<file path="config.mk">
export PLATFORM = sky130hd
export DESIGN_NAME = sha256_block_feeder
export DESIGN_NICKNAME = d
export VERILOG_FILES = /design/src/rtl/sha256_block_feeder.sv
export SDC_FILE = /design/constraint.sdc
export NUM_CORES = 1
export LEC_CHECK = 0
export ABC_CLOCK_PERIOD_IN_PS = 6800
export BUFFER_PORTS_ARGS = -buffer_cell sky130_fd_sc_hd__buf_2
export CAP_MARGIN = 20
export CORE_ASPECT_RATIO = 0.9
export CORE_MARGIN = 2
export CORE_UTILIZATION = 59
export DETAILED_ROUTE_END_ITERATION = 10
export PLACE_DENSITY = 0.85
export SETUP_SLACK_MARGIN = 0.1
export SYNTH_ARGS = -nofsm -noshare
export SYNTH_HDL_FRONTEND = slang
export SYNTH_SLANG_ARGS = --single-unit
</file>
<file path="constraint.sdc">
create_clock -name inclk -period 6.8 [get_ports inclk]
set_clock_uncertainty 0.2 [all_clocks]
set_input_delay 1.36 -clock inclk [delete_from_list [all_inputs] [get_ports inclk]]
set_output_delay 1.36 -clock inclk [all_outputs]
set_load 0.01 [all_outputs]
</file>
<file path="src/rtl/sha256_block_feeder.sv">
// sha256_block_feeder: byte-stream front end for sha256_duct.
// Collects message bytes into 512-bit big-endian blocks, applies SHA-256
// padding (0x80 marker, zero fill, 64-bit bit length) and hands each block
// to the core through the ask / blk_valid / readout handshake.
// Optional macro SHA256_FEEDER_BLKCNT_EN adds blk_cnt, the zero-based index
// of the presented block within its message.
module sha256_block_feeder #(
  parameter int LEN_W = 64
) (
  input  logic         inclk,
  input  logic         reset,
  input  logic [7:0]   in_data,
  input  logic         in_valid,
  input  logic         in_last,
  output logic         in_ready,
  input  logic         ask,
  output logic [511:0] block_n,
  output logic         blk_valid,
  output logic         readout
`ifdef SHA256_FEEDER_BLKCNT_EN
  ,
  output logic [15:0]  blk_cnt
`endif
);

  typedef enum logic [1:0] {FILL, PAD, HOLD} state_t;

  state_t             state_q;
  logic [6:0]         cnt_q;          // next byte index, 0..64
  logic [LEN_W-1:0]   len_q;          // running message length in bits
  logic               marker_done_q;  // 0x80 already written for this message
  logic               pad_pend_q;     // a padding-only block follows the held one
  logic [511:0]       block_q;
  logic               blk_valid_q;
  logic               readout_q;

  logic [511:0]       fill_blk_d;
  logic [511:0]       pad_blk_d;
  logic               place_marker_d;
  logic               pad_final_d;
  logic [63:0]        len64_d;

`ifdef SHA256_FEEDER_BLKCNT_EN
  logic [15:0]        blk_cnt_q;
  assign blk_cnt = blk_cnt_q;
`endif

  assign in_ready  = (state_q == FILL);
  assign block_n   = block_q;
  assign blk_valid = blk_valid_q;
  assign readout   = readout_q;

  // Next block contents for a byte write (FILL) and for the padding step (PAD).
  always_comb begin
    len64_d        = 64'(len_q);
    place_marker_d = !marker_done_q && (cnt_q < 7'd64);
    // A marker at index 55 or below leaves room for the length; a marker
    // from an earlier block means this is the pad-continuation block.
    pad_final_d    = (place_marker_d && (cnt_q <= 7'd55)) || marker_done_q;
    fill_blk_d     = block_q;
    pad_blk_d      = block_q;
    for (int i = 0; i < 64; i++) begin
      if (7'(i) == cnt_q) begin
        fill_blk_d[511-8*i -: 8] = in_data;
        pad_blk_d[511-8*i -: 8]  = place_marker_d ? 8'h80 : 8'h00;
      end else if (7'(i) > cnt_q) begin
        pad_blk_d[511-8*i -: 8]  = 8'h00;
      end
    end
    if (pad_final_d) begin
      pad_blk_d[63:0] = len64_d;
    end
  end

  // Control FSM with registered block and handshake outputs.
  always_ff @(posedge inclk) begin
    if (reset) begin
      state_q       <= FILL;
      cnt_q         <= 7'd0;
      len_q         <= '0;
      marker_done_q <= 1'b0;
      pad_pend_q    <= 1'b0;
      block_q       <= '0;
      blk_valid_q   <= 1'b0;
      readout_q     <= 1'b0;
`ifdef SHA256_FEEDER_BLKCNT_EN
      blk_cnt_q     <= 16'd0;
`endif
    end else begin
      case (state_q)
        FILL: begin
          if (in_valid) begin
            block_q <= fill_blk_d;
            cnt_q   <= cnt_q + 7'd1;
            len_q   <= len_q + LEN_W'(8);
            if (cnt_q == 7'd63) begin
              // Block is full: present it now. A final byte landing here
              // still needs a padding-only block afterwards.
              state_q     <= HOLD;
              blk_valid_q <= 1'b1;
              readout_q   <= 1'b0;
              pad_pend_q  <= in_last;
            end else if (in_last) begin
              state_q <= PAD;
            end
          end
        end
        PAD: begin
          block_q     <= pad_blk_d;
          if (place_marker_d) begin
            marker_done_q <= 1'b1;
          end
          readout_q   <= pad_final_d;
          pad_pend_q  <= !pad_final_d;
          blk_valid_q <= 1'b1;
          state_q     <= HOLD;
        end
        HOLD: begin
          if (ask) begin
            blk_valid_q <= 1'b0;
            readout_q   <= 1'b0;
            cnt_q       <= 7'd0;
            block_q     <= '0;
            if (readout_q) begin
              len_q         <= '0;
              marker_done_q <= 1'b0;
              pad_pend_q    <= 1'b0;
              state_q       <= FILL;
`ifdef SHA256_FEEDER_BLKCNT_EN
              blk_cnt_q     <= 16'd0;
`endif
            end else begin
              state_q <= pad_pend_q ? PAD : FILL;
`ifdef SHA256_FEEDER_BLKCNT_EN
              if (blk_cnt_q != 16'hFFFF) begin
                blk_cnt_q <= blk_cnt_q + 16'd1;
              end
`endif
            end
          end
        end
        default: begin
          state_q <= FILL;
        end
      endcase
    end
  end

endmodule

</file>
======== Word level (Yosys, flattened, before mapping) ========
Cells that the tools add are included.
operators by class
  add/sub/neg operators ................... 2
  magnitude comparators ................... 66
  equal/unequal tests ..................... 200
  multiplexer cells ....................... 225
  reduce and logical (&&, ||, !) cells .... 80
operator list
  kind                                                          count
  two-way mux 8 bit                                             193
  case mux 512 bit (3 select lines)                             1
  two-way mux 512 bit                                           2
  AND reduction 5 bit                                           65
  two-way mux 64 bit                                            4
  equality test 6 x 7 -> 1 bit, first input constant            32
  greater-than comparator 6 x 7 -> 1 bit, first input constant  32
  != test 3 bit, second input constant                          56
  != test 2 x 1 -> 1 bit, second input constant                 65
  case mux 64 bit (2 select lines)                              1
  equality test 5 x 7 -> 1 bit, first input constant            16
  greater-than comparator 5 x 7 -> 1 bit, first input constant  16
  adder 64 x 4 -> 64 bit, second input constant                 1
  equality test 4 x 7 -> 1 bit, first input constant            8
  greater-than comparator 4 x 7 -> 1 bit, first input constant  8
  != test 4 bit, second input constant                          8
  equality test 3 x 7 -> 1 bit, first input constant            4
  greater-than comparator 3 x 7 -> 1 bit, first input constant  4
  equality test 2 x 7 -> 1 bit, first input constant            2
  greater-than comparator 1 x 7 -> 1 bit, first input constant  2
  greater-than comparator 2 x 7 -> 1 bit, first input constant  2
  two-way mux 7 bit                                             2
  case mux 7 bit (2 select lines)                               1
  two-way mux 1 bit                                             12
  other kinds (22)                                              36
word-level totals
  bits in registers ....................... 589
  input bits .............................. 13
  output and inout bits ................... 515
  word-level logic and storage cells ...... 644

======== Longest topological paths before layout ========
Gate-level depths: netlist (run 1).
  depth in word-level cells ............... 6
  depth in mapped cells ................... 11
  gate-level depth less buffers ........... 7

======== Worst setup path before layout (run 1) ========
No wires, ideal clock.
  path type ............................... input port to flip-flop
  from .................................... input ask
  to ...................................... register block_q[7] (netlist: block_n[7])
  library setup time ...................... 132 ps
  data arrival time ....................... 2867 ps
  required time ........................... 6468 ps
  slack ................................... 3601 ps
  stages .................................. 8
  buffers on the path ..................... 3
  path through ............................ nor2b_1 > buf_2 > or3_1 > buf_2 > or3_1 > buf_2 > a2111oi_4 > nor3_1
between the ends
  word-level cells in the longest chain between the ends .. 2
RTL lines
  what                           line  text
  start, declared                16    input logic ask,
  != test 2 bit (no line)        n/a
  AND reduction 5 bit (no line)  n/a
  end signal, assigned           93    block_q <= fill_blk_d;
  end signal, assigned           109   block_q <= pad_blk_d;
  end, declared                  33    logic [511:0] block_q;
Every way passes these cells.
A chain may end at the register's enable or synchronous reset.

======== Worst setup path after layout (run 1) ========
  from .................................... register state_q[1]
  to ...................................... register block_q[175] (netlist: block_n[175])
between the ends
  word-level cells in the longest chain between the ends .. 3
  elaborated cells between the ends (all ways) .. 10
  classes of those cells .................. 6 x eq/ne; 1 x mux; 3 x reduce/logical
RTL lines
  what                                                  line  text
  start, declared                                       28    state_t state_q;
  start signal, assigned                                133   state_q <= pad_pend_q ? PAD : FILL;
  equality test 2 x 1 -> 1 bit (tied with other cells)  90    case (state_q)
  != test 3 bit (no line) (tied with other cells)       n/a
  AND reduction 5 bit (no line)                         n/a
Several ways; a longest one is shown, not always the timed one.

==> results of run 1 <==
-- metal layers --
metal	track usage	wire length (um)	part of all wire
met1	0.4647	33450	0.39
met2	0.6004	39120	0.45
met3	0.1047	8931	0.10
met4	0.2008	4552	0.053
met5	0	0	0
-- power by group --
part	internal, mW	switching (mW)
clock network	1.93	1.35
registers	4.28	0.506
logic	1.94	3.65
-- stage by stage --
step	power, mW	worst slack [ps]	cell area, um2	cells	hold slack [ps]
after floorplan	8.146	3601	24820	2682	246.2
after detailed placement	10.24	2608	27500	3556	250.1
after global routing	14.25	2729	29500	3667	283.2
after CTS	13.53	2966	29420	3657	261.3
final	13.66	2854	29500	3667	260.6
after global placement	10.06	2725	27490	3555	239.2
-- layout make-up --
cell class | instances | area [um2]
multi-input combinational | 1840 | 12080
sequential | 586 | 11730
tap | 547 | 684.4
timing repair buffer | 572 | 3003
antenna | 1 | 2.502
fill | 3091 | 12160
clock inverter | 14 | 232.7
clock buffer | 87 | 1692
inverter | 20 | 75.07
-- worst min-delay path by stage --
stage	cells past startpoint	to	startpoint	slack [ps]
global placement	2	block_n[455]$_SDFFE_PP0P_	block_n[455]$_SDFFE_PP0P_	240
detailed placement	2	block_n[151]$_SDFFE_PP0P_	block_n[151]$_SDFFE_PP0P_	250
floorplan	2	len64_d[63]$_SDFFE_PP0P_	len64_d[63]$_SDFFE_PP0P_	250
CTS	2	block_n[151]$_SDFFE_PP0P_	block_n[151]$_SDFFE_PP0P_	260
finish	2	block_n[1]$_SDFFE_PP0P_	block_n[1]$_SDFFE_PP0P_	260
global route	2	block_n[1]$_SDFFE_PP0P_	block_n[1]$_SDFFE_PP0P_	280
-- kinds of logic after synthesis --
kind of cell             count (synthesis)  share of synthesized area
buffers and inverters                  256                    0.04406
AND/OR/NAND/NOR                        948                     0.2144
flip-flops                             586                     0.4726
AO/OA/AOI/OAI                          625                     0.1613
adder cells (fa/ha/maj)                 10                   0.005041
multiplexers                           233                    0.09411
XOR/XNOR                                24                   0.008469
-- worst register-to-register path, stage by stage (launching register included) --
cell	delay (ps)
sky130_fd_sc_hd__dfxtp_1	360
sky130_fd_sc_hd__inv_1	120
sky130_fd_sc_hd__ha_1	150
sky130_fd_sc_hd__buf_4	350
sky130_fd_sc_hd__nor2b_1	530
sky130_fd_sc_hd__nand3_1	690
sky130_fd_sc_hd__nor2_1	860
sky130_fd_sc_hd__a21oi_1	270
sky130_fd_sc_hd__a211oi_1	290
-- synthesized netlist by cell type, types with 17 or more instances --
cell | number | area, um2
sky130_fd_sc_hd__nand3_1 | 63 | 315.3
sky130_fd_sc_hd__mux2i_1 | 230 | 2302
sky130_fd_sc_hd__a21oi_1 | 125 | 625.6
sky130_fd_sc_hd__inv_1 | 19 | 71.32
sky130_fd_sc_hd__or3_1 | 25 | 156.4
sky130_fd_sc_hd__nor3_1 | 76 | 380.4
sky130_fd_sc_hd__o21ai_1 | 22 | 110.1
sky130_fd_sc_hd__nand3b_1 | 166 | 1246
sky130_fd_sc_hd__nand2b_1 | 69 | 431.7
sky130_fd_sc_hd__a311oi_1 | 27 | 236.5
sky130_fd_sc_hd__a211oi_1 | 71 | 533.0
sky130_fd_sc_hd__dfxtp_1 | 586 | 11730
sky130_fd_sc_hd__o21ai_0 | 223 | 1116
sky130_fd_sc_hd__o31ai_1 | 21 | 157.7
sky130_fd_sc_hd__nor2_1 | 298 | 1119
sky130_fd_sc_hd__nand4_1 | 33 | 206.5
sky130_fd_sc_hd__nor2b_1 | 46 | 287.8
sky130_fd_sc_hd__or4_1 | 17 | 127.6
sky130_fd_sc_hd__clkbuf_1 | 171 | 641.9
sky130_fd_sc_hd__nand2_1 | 58 | 217.7
sky130_fd_sc_hd__buf_2 | 46 | 230.2
-- sequential cells by signal (all words and copies together), names as in the netlist --
name	flops
cnt_q	7
pad_pend_q	1
block_n	512
state_q	2
len64_d	61
blk_valid	1
marker_done_q	1
readout	1
==> flow_summary.json, run 1 <==
{
  "run_status": "complete, no violations",
  "grt_use_total": 0.3773,
  "setup_violations": 0,
  "insertion_delay_ps": 620,
  "hold_buffers": 0,
  "regToRegStartpoint": "state_q[1]$_SDFFE_PP0P_",
  "clock_path_buffers": 3,
  "setup.reg_to_reg.worst_slack_ps": 2850,
  "post_synth_instance_area_um2": 24820,
  "cts.sinks": 586,
  "grt_pass1_vias": 22230,
  "ant_nets": 0,
  "layout_worst_path_cycle_share": 0.5803,
  "gp_congestion": 0.9690,
  "syn-num-nets": 2705,
  "post_synth.cell_area_avg_um2": 9.255,
  "timing.final.max_slew_violations": 0,
  "core_area_um2": 41660,
  "overflow": 0,
  "synth_cells": 2682,
  "hp-class": "reg -> reg",
  "grt_pass1_wl_mm": 128.5,
  "total_wirelength_mm": 86.06,
  "crit_fanout": 33,
  "layout_common_cells": "sky130_fd_sc_hd__dfxtp_1 (586), sky130_fd_sc_hd__buf_2 (526), sky130_fd_sc_hd__nor2_1 (298), sky130_fd_sc_hd__mux2i_1 (230), sky130_fd_sc_hd__o21ai_0 (223)",
  "drt_pre_antenna_iters": 6,
  "final.min_clock_period_ps": 3946,
  "placementRows": 71,
  "fp.dieArea_um2": 43730,
  "regToRegEndpoint": "block_n[175]$_SDFFE_PP0P_",
  "ioPinCount": 528,
  "dp_hpwl_mm": 58.31,
  "antenna_found_initial": 1,
  "worst-endpoint-required_ps": 7120,
  "cts-resized-gates": 0,
  "worst_setup_path_end_kind": "flop",
  "initial_utilization": 0.5958,
  "clk_pin_slew_ps": 60,
  "max_slew_margin": 0.2350,
  "vdd_ir_drop_max_v": 0.0002870,
  "critical_path_start": "state_q[1]$_SDFFE_PP0P_",
  "worst_setup_path_endpoint": "block_n[175]$_SDFFE_PP0P_",
  "grt_start_max_net_pins": 138,
  "crit_buf_inv": 2,
  "grt_setup_unrepaired": "no",
  "layout-drive-gt1-share": 0.2373,
  "cts-buffers-inserted": 57,
  "power_leakage_nw": 12.89,
  "synth_sequential_area_ratio": 0.4726,
  "htree_num_levels": 2,
  "critical-path-max-stage-delay_ps": 860,
  "drc": 0,
  "setup_total_negative_slack_ps": 0,
  "utilization": 0.7082,
  "yosys_most_used_dff": "sky130_fd_sc_hd__dfxtp_1",
  "cts_root_buffer": "sky130_fd_sc_hd__clkbuf_16",
  "type_of_the_worst_setup_path": "reg -> reg",
  "synth-async-reset-ratio": 0,
  "timing.fmax_ghz": 0.2534,
  "area_growth_pct": 18.87,
  "power.density_cell_area_nw_per_um2": 462.8,
  "final_nets": 3100,
  "drv_cap": 0,
  "worst_margin_slew_ps": 1148,
  "wire_per_inst_um": 23.47,
  "critical_path.cell_chain": "inv_1 > ha_1 > buf_4 > nor2b_1 > nand3_1 > nor2_1 > a21oi_1 > a211oi_1",
  "setup.worst_path.start_class": "flop",
  "synth_enable_flop_cells": 0,
  "height_of_the_die_um": 198.6,
  "critical_path_cell_count": 8,
  "dieWidth_um": 220.2,
  "post_drt_via_cell_ratio": 6.337,
  "worstPathArrival_ps": 4270,
  "final_common_cell": "sky130_fd_sc_hd__dfxtp_1",
  "final_hold_viol_count": 0,
  "ys.warnings.count": 0,
  "post_cts_buffers": 0,
  "place.port_buffers": 527,
  "crit_family": "simple AND/OR/NAND/NOR gates",
  "ys_types": 97,
  "r2r_cells": 8,
  "ys_seq_elements": 586,
  "cpMaxStageDelayCell": "sky130_fd_sc_hd__nor2_1",
  "vias": 23240,
  "cts_tree": "built",
  "detail_route.iter0.violations": 2400
}
(Power assumes the default switching activity.)
==> run 2: changes to the inputs <==
ABC_AREA = 1   (was not set)
ABC_CLOCK_PERIOD_IN_PS = 3500   (was 6800)
CORE_UTILIZATION = 49   (was 59)
PLACE_DENSITY = 0.76   (was 0.85)
clock period = 3.5 ns   (was 6.8 ns; I/O delays follow)
==> flow_summary.json, run 2 <==
{
  "layout-drive-gt1-share": 0.2040,
  "regToRegEndpoint": "block_n[504]$_SDFFE_PP0P_",
  "globalRouteMet2Util": 0.5070,
  "cts-resized-gates": 0,
  "multi_input_comb_area_um2": 10420,
  "core_area_um2": 48850,
  "r2r_cells": 8,
  "ys.warnings.count": 0,
  "switching_share": 0.4438,
  "hold_buffers": 0,
  "total_wirelength_mm": 87.82,
  "final_hold_viol_count": 0,
  "overflow": 0,
  "initial_utilization": 0.4935,
  "setup.worst_path.start_class": "flop",
  "layout_worst_path_cycle_share": 0.8818,
  "detail_route.iter0.violations": 2405,
  "busiest_layer": "met2",
  "timing.final.max_slew_violations": 0,
  "grt_setup_unrepaired": "no",
  "grt_pass1_vias": 22340,
  "ant_nets": 0,
  "worst_setup_path_end_kind": "flop",
  "final_nets": 3769,
  "post_synth_most_frequent_cells": "sky130_fd_sc_hd__dfxtp_1 (586), sky130_fd_sc_hd__o21ai_0 (513), sky130_fd_sc_hd__nand2_1 (504), sky130_fd_sc_hd__nor2_1 (433), sky130_fd_sc_hd__a21oi_1 (430)",
  "post_synth.cell_area_avg_um2": 7.314,
  "synth-async-reset-ratio": 0,
  "timing.fmax_ghz": 0.3240,
  "ioPinCount": 528,
  "regToRegStartpoint": "state_q[0]$_SDFFE_PP0P_",
  "final.min_clock_period_ps": 3086,
  "setup_violations": 0,
  "grt_pass1_wl_mm": 133.6,
  "drt_pre_antenna_iters": 6,
  "synth_cells": 3296,
  "met3_global_route_usage": 0.07351,
  "worst_setup_path_endpoint": "block_n[504]$_SDFFE_PP0P_",
  "clock_path_buffers": 3,
  "yosys_most_used_dff": "sky130_fd_sc_hd__dfxtp_1",
  "synth_sequential_area_ratio": 0.4867,
  "ys_seq_elements": 586,
  "fp.dieArea_um2": 50990,
  "drc": 0,
  "place.port_buffers": 527,
  "insertedDiodeCount": 0,
  "hp-class": "reg -> reg",
  "post_drt_via_cell_ratio": 5.524,
  "synth_enable_flop_cells": 0,
  "max_slew_margin": 0.2641,
  "cts_root_buffer": "sky130_fd_sc_hd__clkbuf_16",
  "worst_hold_startpoint": "block_n[444]$_SDFFE_PP0P_",
  "cts_tree": "built",
  "worst_margin_slew_ps": 1102,
  "final_common_cell": "sky130_fd_sc_hd__dfxtp_1",
  "antenna_found_initial": 0,
  "fillCellCount": 4566,
  "cts.sinks": 586,
  "vdd_ir_drop_max_v": 0.0005423,
  "insertion_delay_ps": 620,
  "utilization": 0.5966,
  "grt_start_max_net_pins": 264,
  "critical_path_start": "state_q[0]$_SDFFE_PP0P_",
  "finalHoldWorstSlack_ps": 239.4,
  "yosys-top-cells-area": "sky130_fd_sc_hd__dfxtp_1 (49%), sky130_fd_sc_hd__o21ai_0 (11%), sky130_fd_sc_hd__a21oi_1 (8.9%)",
  "htree_num_levels": 2,
  "power_frac_clock": 0.225,
  "post_cts_buffers": 0,
  "post_synth_instance_area_um2": 24110,
  "combPwrFrac": 0.443,
  "dieWidth_um": 237.8,
  "grt_use_total": 0.3328,
  "layout_common_cells": "sky130_fd_sc_hd__dfxtp_1 (586), sky130_fd_sc_hd__buf_2 (527), sky130_fd_sc_hd__o21ai_0 (513), sky130_fd_sc_hd__nand2_1 (497), sky130_fd_sc_hd__nor2_1 (433)",
  "worst-endpoint-required_ps": 3820,
  "share_seq_of_total_power": 0.332,
  "synth_top_cell_area_share": 0.4867,
  "height_of_the_die_um": 214.4,
  "layout.area.seq_um2": 11730,
  "synthMostInstantiatedCell": "sky130_fd_sc_hd__dfxtp_1",
  "gp_congestion": 1.042,
  "power.net_switching_mw": 12.67,
  "power.density_cell_area_nw_per_um2": 979.5,
  "dp_hpwl_mm": 61.74,
  "placementRows": 77,
  "largest_register_ff_count": 512,
  "drv_cap": 0,
  "area_growth_pct": 20.90,
  "clk_pin_slew_ps": 70,
  "wire_per_inst_um": 19.86,
  "grt_use_met1": 0.4553,
  "power_leakage_nw": 13.33,
  "run_status": "complete, no violations",
  "ys_types": 45,
  "type_of_the_worst_setup_path": "reg -> reg",
  "vias": 24430,
  "setup_total_negative_slack_ps": 0,
  "syn-num-nets": 3319,
  "cellInternalPower_mw": 15.88,
  "cts-buffers-inserted": 58,
  "worstPathArrival_ps": 3410,
  "crit_fanout": 25,
  "synth_area_leader_cell": "sky130_fd_sc_hd__dfxtp_1",
  "setup.reg_to_reg.worst_slack_ps": 410
}
[run 2: area by class of cell]
class / instances / area share
sequential: 586 / 0.4025
timing repair buffer: 584 / 0.1069
clock buffer: 83 / 0.05719
inverter: 302 / 0.03915
multi-input combinational: 2214 / 0.3575
clock inverter: 21 / 0.009531
tap: 632 / 0.02713
[run 2: worst min path at each step]
stage                                end  cells after the start
3_3_place_gp   block_n[486]$_SDFFE_PP0P_                      2
4_1_cts        block_n[501]$_SDFFE_PP0P_                      2
3_5_place_dp   block_n[501]$_SDFFE_PP0P_                      2
5_1_grt        block_n[278]$_SDFFE_PP0P_                      2
6_report       block_n[444]$_SDFFE_PP0P_                      2
2_1_floorplan   len64_d[21]$_SDFFE_PP0P_                      1
[run 2: through the flow]
stage / std cells / instance area [um2] / power (mW) / setup WS (ps)
global route: 4422 / 29140 / 30.20 / 224.8
finish: 4422 / 29140 / 28.55 / 413.7
global placement: 4318 / 27200 / 21.77 / 512.4
CTS: 4422 / 29140 / 28.41 / 444.5
detailed placement: 4318 / 27200 / 21.96 / 459.9
floorplan: 3296 / 24110 / 17.04 / 1190
[run 2: logic make-up (layout without fill, tap and decap cells)]
| group | after synthesis | after routing | synth area share |
|---|---|---|---|
| flops | 586 | 586 | 0.4867 |
| simple gates | 1154 | 1154 | 0.1965 |
| fa+ha+maj | 10 | 10 | 0.005190 |
| buf+inv | 496 | 990 | 0.08201 |
| xor+xnor | 10 | 10 | 0.003633 |
| compound gates | 1040 | 1040 | 0.2260 |
[run 2: power by group through the flow]
| stage | sequential (mW) | combinational [mW] | clock (mW) |
|---|---|---|---|
| 2_1_floorplan | 10.3 | 6.77 | 0 |
| 3_3_place_gp | 9.53 | 12.2 | 0 |
| 3_5_place_dp | 9.55 | 12.4 | 0 |
| 4_1_cts | 9.45 | 12.5 | 6.48 |
| 5_1_grt | 9.64 | 13.8 | 6.73 |
| 6_report | 9.47 | 12.7 | 6.42 |
[run 2: worst max-delay path: stages, from the launching register on]
cell and delay (ps):
sky130_fd_sc_hd__dfxtp_1 390, sky130_fd_sc_hd__inv_1 110, sky130_fd_sc_hd__ha_1 490, sky130_fd_sc_hd__inv_1 560, sky130_fd_sc_hd__nand2_2 390, sky130_fd_sc_hd__inv_1 120, sky130_fd_sc_hd__buf_4 390, sky130_fd_sc_hd__o21ai_0 150
sky130_fd_sc_hd__a21oi_1 160
[run 2: routing by layer]
| metal | share of wire | wire (um) | vias up |
|---|---|---|---|
| met5 | 0 | 0 | - |
| met3 | 0.10 | 8833 | 218 |
| met2 | 0.43 | 37650 | 1261 |
| li1 | - | - | 11790 |
| met1 | 0.43 | 37370 | 11160 |
| met4 | 0.045 | 3966 | 0 |
